===== src/rtl/x9_pkg.sv =====
// Shared types and constants for the x9 front end.
// Holds the instruction encodings and the program image used by inst_rom.
package x9_pkg;

    localparam int X9_A   = 4;
    localparam int X9_W   = 9;
    localparam int OPC_W  = 4;

    localparam logic [OPC_W-1:0] OP_ADD  = 4'h1;
    localparam logic [OPC_W-1:0] OP_SUB  = 4'h2;
    localparam logic [OPC_W-1:0] OP_AND  = 4'h3;
    localparam logic [OPC_W-1:0] OP_OR   = 4'h4;
    localparam logic [OPC_W-1:0] OP_XOR  = 4'h5;
    localparam logic [OPC_W-1:0] OP_SLL  = 4'h6;
    localparam logic [OPC_W-1:0] OP_SRL  = 4'h7;
    localparam logic [OPC_W-1:0] OP_LD   = 4'h8;
    localparam logic [OPC_W-1:0] OP_ST   = 4'h9;
    localparam logic [OPC_W-1:0] OP_BEQ  = 4'hA;
    localparam logic [OPC_W-1:0] OP_BNE  = 4'hB;
    localparam logic [OPC_W-1:0] OP_JMP  = 4'hC;
    localparam logic [OPC_W-1:0] OP_LI   = 4'hD;
    localparam logic [OPC_W-1:0] OP_MOV  = 4'hE;
    localparam logic [OPC_W-1:0] OP_HALT = 4'hF;

    localparam logic [X9_W-1:0] NOP = '0;

    typedef enum logic [1:0] {
        FILL   = 2'd0,
        RUN    = 2'd1,
        HALTED = 2'd2
    } fd_state_t;

    // Program image: opcode in the top nibble, low bits tag the address.
    function automatic logic [X9_W-1:0] rom_word(input int unsigned a);
        logic [X9_W-1:0] w;
        case (a)
            0:       w = {OP_ADD,  5'd0};
            1:       w = {OP_SUB,  5'd1};
            2:       w = {OP_AND,  5'd2};
            3:       w = {OP_OR,   5'd3};
            4:       w = {OP_XOR,  5'd4};
            5:       w = {OP_HALT, 5'd5};
            6:       w = {OP_SLL,  5'd6};
            7:       w = {OP_SRL,  5'd7};
            8:       w = {OP_LD,   5'd8};
            9:       w = {OP_ST,   5'd9};
            10:      w = {OP_BEQ,  5'd10};
            11:      w = {OP_BNE,  5'd11};
            12:      w = {OP_JMP,  5'd12};
            13:      w = {OP_LI,   5'd13};
            14:      w = {OP_MOV,  5'd14};
            15:      w = {OP_ADD,  5'd15};
            default: w = NOP;
        endcase
        return w;
    endfunction

endpackage


===== src/rtl/inst_rom.sv =====
// Synchronous-read instruction ROM.
// Data for i_addr appears on o_data one cycle after a cycle with i_en high.
module inst_rom
    import x9_pkg::*;
#(
    parameter int A = X9_A,
    parameter int W = X9_W
) (
    input  logic         i_clk,
    input  logic         i_en,
    input  logic [A-1:0] i_addr,
    output logic [W-1:0] o_data
);

    logic [W-1:0] r_data;
    logic [X9_W-1:0] w_word;

    assign w_word = rom_word(32'(i_addr));

    // Registered read; a held enable keeps the last word for a stalled consumer.
    always_ff @(posedge i_clk) begin
        if (i_en) begin
            r_data <= W'(w_word);
        end
    end

    assign o_data = r_data;

endmodule


===== src/rtl/fetch_decode_reg.sv =====
// IF->ID stage: fetches from the ROM at the PC and registers it for decode.
// Handles flush bubbles, stall hold and the sticky HALT front-end freeze.
module fetch_decode_reg
    import x9_pkg::*;
#(
    parameter int A = X9_A,
    parameter int W = X9_W
) (
    input  logic         i_clk,
    input  logic         i_reset,
    input  logic [A-1:0] i_pc,
    input  logic         i_stall,
    input  logic         i_flush,
    output logic [W-1:0] o_inst,
    output logic [A-1:0] o_inst_pc,
    output logic         o_inst_valid,
    output logic         o_halt_out,
    output logic         o_halted
);

    fd_state_t    r_state;
    fd_state_t    w_state_nxt;
    logic [A-1:0] r_pc_q;
    logic [A-1:0] w_pc_q_nxt;
    logic [W-1:0] r_inst;
    logic [W-1:0] w_inst_nxt;
    logic [A-1:0] r_inst_pc;
    logic [A-1:0] w_inst_pc_nxt;
    logic         r_valid;
    logic         w_valid_nxt;
    logic [W-1:0] w_rom_q;
    logic         w_rom_en;
    logic         w_is_halt;

    // The ROM word must stay paired with r_pc_q, so it holds exactly when r_pc_q does.
    assign w_rom_en = i_flush | ~i_stall;

    inst_rom #(
        .A (A),
        .W (W)
    ) u_rom (
        .i_clk  (i_clk),
        .i_en   (w_rom_en),
        .i_addr (i_pc),
        .o_data (w_rom_q)
    );

    assign w_is_halt = (w_rom_q[W-1 -: OPC_W] == OP_HALT);

    // State register.
    always_ff @(posedge i_clk) begin
        if (i_reset) begin
            r_state <= FILL;
        end else begin
            r_state <= w_state_nxt;
        end
    end

    // Next state and next output-register values; flush beats stall beats issue.
    always_comb begin
        w_state_nxt   = r_state;
        w_pc_q_nxt    = r_pc_q;
        w_inst_nxt    = r_inst;
        w_inst_pc_nxt = r_inst_pc;
        w_valid_nxt   = r_valid;
        if (i_flush) begin
            w_inst_nxt  = W'(NOP);
            w_valid_nxt = 1'b0;
            w_pc_q_nxt  = i_pc;
            if (r_state == FILL) begin
                w_state_nxt = RUN;
            end
        end else if (!i_stall) begin
            w_pc_q_nxt = i_pc;
            unique case (r_state)
                FILL: begin
                    w_inst_nxt  = W'(NOP);
                    w_valid_nxt = 1'b0;
                    w_state_nxt = RUN;
                end
                RUN: begin
                    w_inst_nxt    = w_rom_q;
                    w_inst_pc_nxt = r_pc_q;
                    w_valid_nxt   = 1'b1;
                    if (w_is_halt) begin
                        w_state_nxt = HALTED;
                    end
                end
                HALTED: begin
                    w_inst_nxt  = W'(NOP);
                    w_valid_nxt = 1'b0;
                end
                default: begin
                    w_state_nxt = FILL;
                end
            endcase
        end
    end

    // Fetch-address tag and decode-facing output registers.
    always_ff @(posedge i_clk) begin
        if (i_reset) begin
            r_pc_q    <= '0;
            r_inst    <= W'(NOP);
            r_inst_pc <= '0;
            r_valid   <= 1'b0;
        end else begin
            r_pc_q    <= w_pc_q_nxt;
            r_inst    <= w_inst_nxt;
            r_inst_pc <= w_inst_pc_nxt;
            r_valid   <= w_valid_nxt;
        end
    end

    assign o_inst       = r_inst;
    assign o_inst_pc    = r_inst_pc;
    assign o_inst_valid = r_valid;
    assign o_halted     = (r_state == HALTED);
    assign o_halt_out   = (r_state == HALTED) | i_stall;

endmodule


===== config.mk =====
export PLATFORM = sky130hd
export DESIGN_NAME = fetch_decode_reg
export DESIGN_NICKNAME = d
export VERILOG_FILES = /design/src/rtl/x9_pkg.sv /design/src/rtl/inst_rom.sv /design/src/rtl/fetch_decode_reg.sv
export SDC_FILE = /design/constraint.sdc
export NUM_CORES = 1
export LEC_CHECK = 0
export BUFFER_PORTS_ARGS = -buffer_cell sky130_fd_sc_hd__buf_2
export CAP_MARGIN = 15
export CORE_ASPECT_RATIO = 2
export CORE_MARGIN = 2
export CORE_UTILIZATION = 40
export DETAILED_ROUTE_END_ITERATION = 8
export MAX_ROUTING_LAYER = met4
export SLEW_MARGIN = 5
export SYNTH_ARGS = -nofsm -noshare
export SYNTH_HDL_FRONTEND = slang
export SYNTH_HIERARCHICAL = 1
export SYNTH_SLANG_ARGS = --single-unit

===== constraint.sdc =====
create_clock -name i_clk -period 1.6 [get_ports i_clk]
set_clock_uncertainty 0.05 [all_clocks]
set_input_delay 0.08 -clock i_clk [delete_from_list [all_inputs] [get_ports i_clk]]
set_output_delay 0.08 -clock i_clk [all_outputs]
set_load 0.05 [all_outputs]

* After elaboration in Yosys (flattened, before gate mapping) *
Memory sizes are Yosys's and may differ from the RTL's. A register that Yosys moved wholly into a read port is not among the register bits.
Cells that the tools add are included.

word-level totals
  bits in registers = 29
  memory bits (read-only) = 128
  input bits = 8
  output and inout port bits = 16
  memories = 1

memories
  memory           depth  width  rd ports  clocked after Yosys merged registers in  wr ports  line          text
  (no name shown)  16     8      1         1                                        0         x9_pkg.sv:36  case (a)

operators by class
  equal/unequal tests = 7
  mux-type cells = 9
  bitwise logic cells = 4
  reductions and logical operators = 7

operators with widths
  kind                                                             number
  9-bit one-hot mux with 2 select lines                            1
  2-bit two-way mux                                                4
  4-bit two-way mux                                                2
  2-bit one-hot mux with 3 select lines                            1
  4-bit == test, second input constant                             1
  2-bit by 1-bit != test with 1-bit output, second input constant  2
  4-bit AND reduction                                              1
  2-bit OR reduction                                               2
  3-bit != test, second input constant                             1
  3-bit AND reduction                                              1
  2-bit by 1-bit == test with 1-bit output, second input constant  1
  2-bit == test, second input constant                             1
  2-bit zero test                                                  1
  2-bit != test, second input constant                             1
  1-bit inverter                                                   2
  1-bit OR                                                         2
  1-bit one-hot mux with 2 select lines                            1
  2-bit AND reduction                                              1
  2-bit nonzero test                                               1

* Longest topological paths before layout *
Gate-level depths: netlist (run 1).

  word-level depth = 5
  mapped depth = 5
  mapped depth without buffers = 4

* Modules after synthesis *
The synthesis (run 1) kept the hierarchy.

modules (own cells, without submodules)
  module            instances  cells each  area an instance (um2)
  fetch_decode_reg  1          94          863.3
  inst_rom          1          28          409.1

* Worst setup path after synthesis (run 1) *
No wires, ideal clock.

  path type = register to output
  start point = reg r_state[1]
  end point = out o_halt_out
  arrival time = 1.581 ns
  required time = 1.470 ns
  path slack = -0.111 ns
  stages on the path, launching flop included = 4
  path buffers = 1
  cell sequence = dfxtp_1 buf_6 nor2b_1 or2_2

on the way
  longest elaborated chain between the ends = 2

ends and longest elaborated chain
  item                    line                     text
  from (decl)             fetch_decode_reg.sv:21   fd_state_t r_state;
  from (signal assigned)  fetch_decode_reg.sv:55   r_state <= w_state_nxt;
  2-bit == test           -
  net o_halted            fetch_decode_reg.sv:18   output logic o_halted
  1-bit OR                fetch_decode_reg.sv:119  assign o_halt_out = (r_state == HALTED) | i_stall;
  to (decl)               fetch_decode_reg.sv:17   output logic o_halt_out,

The timed path passes the listed nets, and every way through them passes these cells.

* Worst setup path in the final report (run 1) *
  start point = reg r_state[1]
  end point = out o_halt_out

on the way
  longest elaborated chain between the ends = 2

ends and longest elaborated chain
  item           line
  2-bit == test  fetch_decode_reg.sv:119
  1-bit OR       fetch_decode_reg.sv:119

Every way passes these cells.

==> metrics.md, run 1 <==
| Metric | Value |
|---|---|
| DIE HEIGHT | `~84 µm` |
| Ys flop type | `dfxtp_1` |
| Synth Cell Area | `0.00127 mm²` |
| Part of the cycle the worst path needs | `about nine tenths` |
| Worst Setup End Kind | `output pin` |
| Initial antenna violation count | `0` |
| Clk slew on worst S/H paths | `roughly 0.090 ns` |
| WL/cell | `roughly 13 µm` |
| Synth Instances | `approximately 120` |
| Total CTS buffers | `3` |
| # diodes | `0` |
| Post-synthesis sequential element count | `28` |
| Commonest cells post-synth | `dfxtp_1, nand2_1, nor2_1` |
| Clock Sinks | `28` |
| Syn_nets | `between 100 and 150` |
| EDFF count, synth | `8` |
| IO Pins | `24` |
| Placed cell count | `169` |
| Final slew viol count | `0` |
| Max Root-Sink Buffers | `2` |
| Hold Vio Cnt, Final | `0` |
| Synth-to-Final Area Change | `13.7%` |
| Post-synthesis sequential area ratio | `between 50% and 60%` |
| Fraction of layout cells with a size suffix above 1 | `26.1%` |
| First-pass GRT wire length | `3.85 mm` |
| Static Leakage | `approximately 0.6 nW` |
| Number of H-tree levels | `1` |
| Status | `complete, no violations` |
| Drt via density | `5.25` |
| RSZ-0062 raised after global routing | `no` |
| Max Cap Viol | `0` |
| Fin cells | `173` |
| Placer congestion estimate | `between 0.8 and 0.9` |
| Crit path cell chain | `nor2b_2 -> or2_2 -> buf_2` |
| Core area | `approximately 0.0031 mm²` |
| WS Path Type | `reg -> out` |
| Post-synth ARST share | `0%` |
| Crit path launch type | `flip-flop` |
| Site Rows | `29` |
| Syn. warnings | `14` |
| Starting Density | `roughly two fifths` |
| DRT Pass-1 Iters | `4` |
| Clock root cell | `clkbuf_8` |
| Grt ovf | `0` |
| Port bufs | `23` |
| Cell accounting for the most synthesized area | `dfxtp_1` |
| Total negative slack | `0 ns` |
| CP arrival | `about 1.3 ns` |
| Top post-synthesis cells by area | `dfxtp_1, edfxtp_1, mux2i_1` |
| DR vias | `slightly above 900` |
| Worst-Skew Late Latency | `0.26 ns` |
| DR iter-0 viols | `26` |
| Die W | `roughly 44 µm` |
| DP HPWL | `between 1.5 and 2 mm` |
| Largest net degree at the start of global routing | `20` |
| Area share of the largest cell type after synthesis | `between 30% and 40%` |
| Total GRT Usage | `a little over an eighth` |
| Crit-path max FO | `10` |
| HP Class | `in -> reg` |
| Final wirelength | `around 2.2 mm` |
| Post-route ant nets | `0` |
| Fin nets | `~160` |
| Number of global-route vias before repair | `~900` |
| Power per cell area | `between 900 and 1000 mW/mm²` |
| Required @ worst endpoint | `about 1.5 ns` |
| Post-CTS setup buffers | `0` |
| Die area | `about 0.0037 mm²` |
| Setup-failing EPs final | `0` |
| DRC violations left | `0` |
| Worst path bufs/invs | `1` |
| Netlist cell types | `36` |
| CP max-delay cell | `dfxtp_2` |
| Top delay family on crit path | `simple AND/OR/NAND/NOR gates` |
| Delay of the slowest cell on the worst path | `0.39 ns` |
| Period minus WS final | `roughly 1.4 ns` |
| Worst vdd ir | `around 0.00048 V` |
| TritonCTS clock tree | `done` |
| Count leader, synth | `dfxtp_1` |
| F_max | `703 MHz` |
| Mean post-synth cell area | `about 10 µm²` |
-- worst register-to-register path: cells and delay by family (launching register included) --
family | cells | cell delay (ns)
AOI/OAI and AO/OA | 1 | 0.26
buffers and inverters | 1 | 0.11
DFF | 1 | 0.46
and+or+nand+nor | 1 | 0.38
-- what timing repair did --
item,in CTS,in global routing
gates resized for setup,0,1
endpoints found under the setup margin,0,1
hold buffers,0,0
-- cell usage in the layout (no fill, tap or decap), types with 4 or more instances in the layout --
cell type,netlist,layout
a21oi_1,10,10
mux2i_1,8,8
clkbuf_8,0,4
ha_1,6,6
nor2_1,11,11
edfxtp_1,8,8
dfxtp_1,20,19
buf_2,3,23
inv_1,7,7
o21ai_0,4,4
a32oi_1,7,7
nand2_1,11,11
-- metal layers --
layer / wire [µm] / vias up / track usage [%] / share of wire (%)
met1: 906 / 425 / 14.9 / 41
met3: 61 / 2 / 1.95 / 2.8
met4: 24 / 0 / 5.79 / 1.1
met5: 0 / - / - / 0
met2: 1220 / 14 / 23.8 / 55
li1: - / 467 / - / -
-- final cells by class --
| type | count | area [µm²] |
|---|---|---|
| tap | 31 | 38.8 |
| clock buffer | 4 | 55.1 |
| multi-input combinational | 78 | 558 |
| inverter | 8 | 30.0 |
| sequential | 28 | 642 |
| timing repair buffer | 24 | 123 |
| fill | 317 | 1670 |
-- stage by stage --
stage	total power [mW]	cell area, µm²	setup slack, ns	hold slack (ns)	utilization (%)
detailed placement	0.997	1390	0.217	0.327	44.5
global placement	0.991	1390	0.243	0.315	44.5
floorplan	0.945	1270	0.186	0.129	-
finish	1.40	1450	0.178	0.0520	46.4
global route	1.47	1450	0.115	0.0597	46.4
CTS	1.42	1450	0.0820	0.0439	46.3
-- where the power goes --
part	internal [mW]	total [mW]	leakage, nW	switching (mW)
combinational	0.0655	0.183	0.334	0.117
sequential	0.773	0.797	0.245	0.0240
clock	0.220	0.417	0.0288	0.198
-- state kept, by name, indices dropped and copies added (netlist names) --
register,flops
o_inst,9
o_inst_pc,4
o_inst_valid,1
r_pc_q,4
r_state,2
u_rom/o_data,8
-- path summary, 6_finish.rpt --
path | start | to | slack (ns) | depth (start not counted)
setup / recovery | r_state[1] | o_halt_out | 0.18 | 3
hold / removal | i_pc[0] | u_rom/o_data[0] | 0.05 | 1
setup reg to reg | r_state[0] | r_state[1] | 0.24 | 3
hold reg to reg | o_inst[4] | o_inst[4] | 0.42 | 2
-- kinds of logic after synthesis --
logic type / count (synthesis) / synth area share (%)
and+or+nand+nor: 34 / 14.3
DFF: 28 / 50.3
AOI/OAI and AO/OA: 27 / 14.3
buffers and inverters: 16 / 6.00
muxes: 10 / 8.95
adders and majority gates: 6 / 5.90
other: 1 / 0.295
(Power assumes the default switching activity.)
==> inputs of run 2 (changes only) <==
--- a/config.mk
+++ b/config.mk
@@ -12,6 +12,7 @@
 export CORE_UTILIZATION = 40
 export DETAILED_ROUTE_END_ITERATION = 8
 export MAX_ROUTING_LAYER = met4
+export RECOVER_POWER = 100
 export SLEW_MARGIN = 5
 export SYNTH_ARGS = -nofsm -noshare
 export SYNTH_HDL_FRONTEND = slang
==> run 2 against run 1 <==
Final area fell by 1.6%. Sequential power barely moved. Largest power group unchanged. Highest routed layer unchanged. Wire length rose by 1.1%. Combinational power fell by 3%. Clock power barely moved. Maximum frequency fell by 2.1%. Die area did not move.
==> metrics.md, run 2 (same netlist as run 1, synthesis figures left out) <==
| Metric | Value |
|---|---|
| Status | `complete, no violations` |
| Post-route ant nets | `0` |
| DR vias | `906` |
| Part of the cycle the worst path needs | `about nine tenths` |
| HP Class | `in -> reg` |
| Worst path bufs/invs | `1` |
| Final slew viol count | `0` |
| Final wirelength | `between 2 and 2.5 mm` |
| Port bufs | `23` |
| Total CTS buffers | `3` |
| Placer congestion estimate | `about 0.80` |
| Grt ovf | `0` |
| DR iter-0 viols | `20` |
| Clock root cell | `clkbuf_8` |
| Met3 wire length | `around 64 µm` |
| DRT Pass-1 Iters | `4` |
| Max-slew headroom | `between 40% and 50%` |
| Worst-Skew Late Latency | `around 0.26 ns` |
| DP HPWL | `1.66 mm` |
| CP arrival | `1.32 ns` |
| Total negative slack | `0 ns` |
| Largest net degree at the start of global routing | `20` |
| DR top layer | `met4` |
| Drt via density | `5.24` |
| DIE HEIGHT | `83.8 µm` |
| Most frequent cells in the layout | `clkbuf_1, dfxtp_1, nand2_1, nor2_1, a21oi_1` |
| Number of global-route vias before repair | `~900` |
| F_max | `~690 MHz` |
| WL/cell | `around 13 µm` |
| WL met1 | `about 930 µm` |
| Slew @ Worst Pin | `0.812 ns` |
| Worst Setup End Kind | `output pin` |
| Crit-path max FO | `10` |
| IO Pins | `24` |
| Power per cell area | `just under 1000 mW/mm²` |
| Starting Density | `about two fifths` |
| Hold Vio Cnt, Final | `0` |
| WS Path Type | `reg -> out` |
| CP max-delay cell | `dfxtp_2` |
| Core area | `between 0.003 and 0.004 mm²` |
| Max Cap Viol | `0` |
| Setup-failing EPs final | `0` |
| Period minus WS final | `around 1.5 ns` |
| Total chip power | `between 1 and 1.5 mW` |
| Max FFs per register | `9` |
| Required @ worst endpoint | `roughly 1.5 ns` |
| Met2 WL | `1.22 mm` |
| Die W | `43.9 µm` |
| TritonCTS clock tree | `done` |
| Clock Sinks | `28` |
| Register area | `around 640 µm²` |
| Fin nets | `157` |
| DRC violations left | `0` |
| Clk slew on worst S/H paths | `~0.090 ns` |
| Top delay family on crit path | `simple AND/OR/NAND/NOR gates` |
| Crit path cell chain | `nor2b_2 -> or2_2 -> clkbuf_2` |
| Area taken by multi-input logic gates | `558 µm²` |
| RSZ-0062 raised after global routing | `no` |
| Delay of the slowest cell on the worst path | `0.39 ns` |
| Total GRT Usage | `between 10 and 15%` |
| Static Leakage | `0.532 nW` |
| # diodes | `0` |
| Number of fill cells in the layout | `325` |
| Synth-to-Final Area Change | `11.8%` |
| First-pass GRT wire length | `3.85 mm` |
| Max Root-Sink Buffers | `2` |
| Die area | `0.00368 mm²` |
| Number of H-tree levels | `1` |
| Worst vdd ir | `0.000476 V` |
| Fraction of layout cells with a size suffix above 1 | `between 10% and 20%` |
| Initial antenna violation count | `0` |
| Site Rows | `29` |
| Crit path launch type | `flip-flop` |
run 2: per-layer routing:
metal | GRT usage (%) | vias to the layer above
met1 | 14.9 | 423
met3 | 1.95 | 2
met4 | 5.79 | 0
li1 | - | 467
met2 | 23.8 | 14
met5 | - | -
run 2: worst paths after layout:
check                                 from         end  slack (ns)  depth (start not counted)
worst max-delay path            r_state[1]  o_halt_out        0.15                          3
worst min-delay path               i_reset   r_pc_q[0]        0.07                          2
worst max register to register  r_state[0]  r_state[1]        0.24                          3
worst min register to register   o_inst[4]   o_inst[4]        0.42                          2
run 2: layout make-up:
| cell class | instances | area share, % |
|---|---|---|
| multi-input combinational | 78 | 39.2 |
| tap | 31 | 2.73 |
| inverter | 8 | 2.11 |
| sequential | 28 | 45.1 |
| clock buffer | 4 | 3.87 |
| timing repair buffer | 24 | 6.95 |
run 2: power by group:
| group | switching [mW] | total (mW) | internal (mW) |
|---|---|---|---|
| Sequential | 0.0244 | 0.797 | 0.773 |
| Clock | 0.198 | 0.418 | 0.220 |
| Combinational | 0.117 | 0.178 | 0.0608 |
run 2: stage by stage:
| step | util (%) | hold WS, ns | setup slack (ns) | instance area, µm² | instances |
|---|---|---|---|---|---|
| after floorplan | - | 0.129 | 0.186 | 1270 | 122 |
| after global placement | 44.5 | 0.315 | 0.243 | 1390 | 169 |
| after detailed placement | 44.5 | 0.327 | 0.217 | 1390 | 169 |
| after CTS | 46.3 | 0.0439 | 0.0820 | 1450 | 173 |
| after global routing | 45.6 | 0.0697 | 0.0849 | 1420 | 173 |
| final | 45.6 | 0.0720 | 0.147 | 1420 | 173 |
run 2: timing repair:
item                       CTS  global route
setup buffers                0             0
hold buffers                 0             0
resized for setup            0             1
setup endpoints to repair    0             1
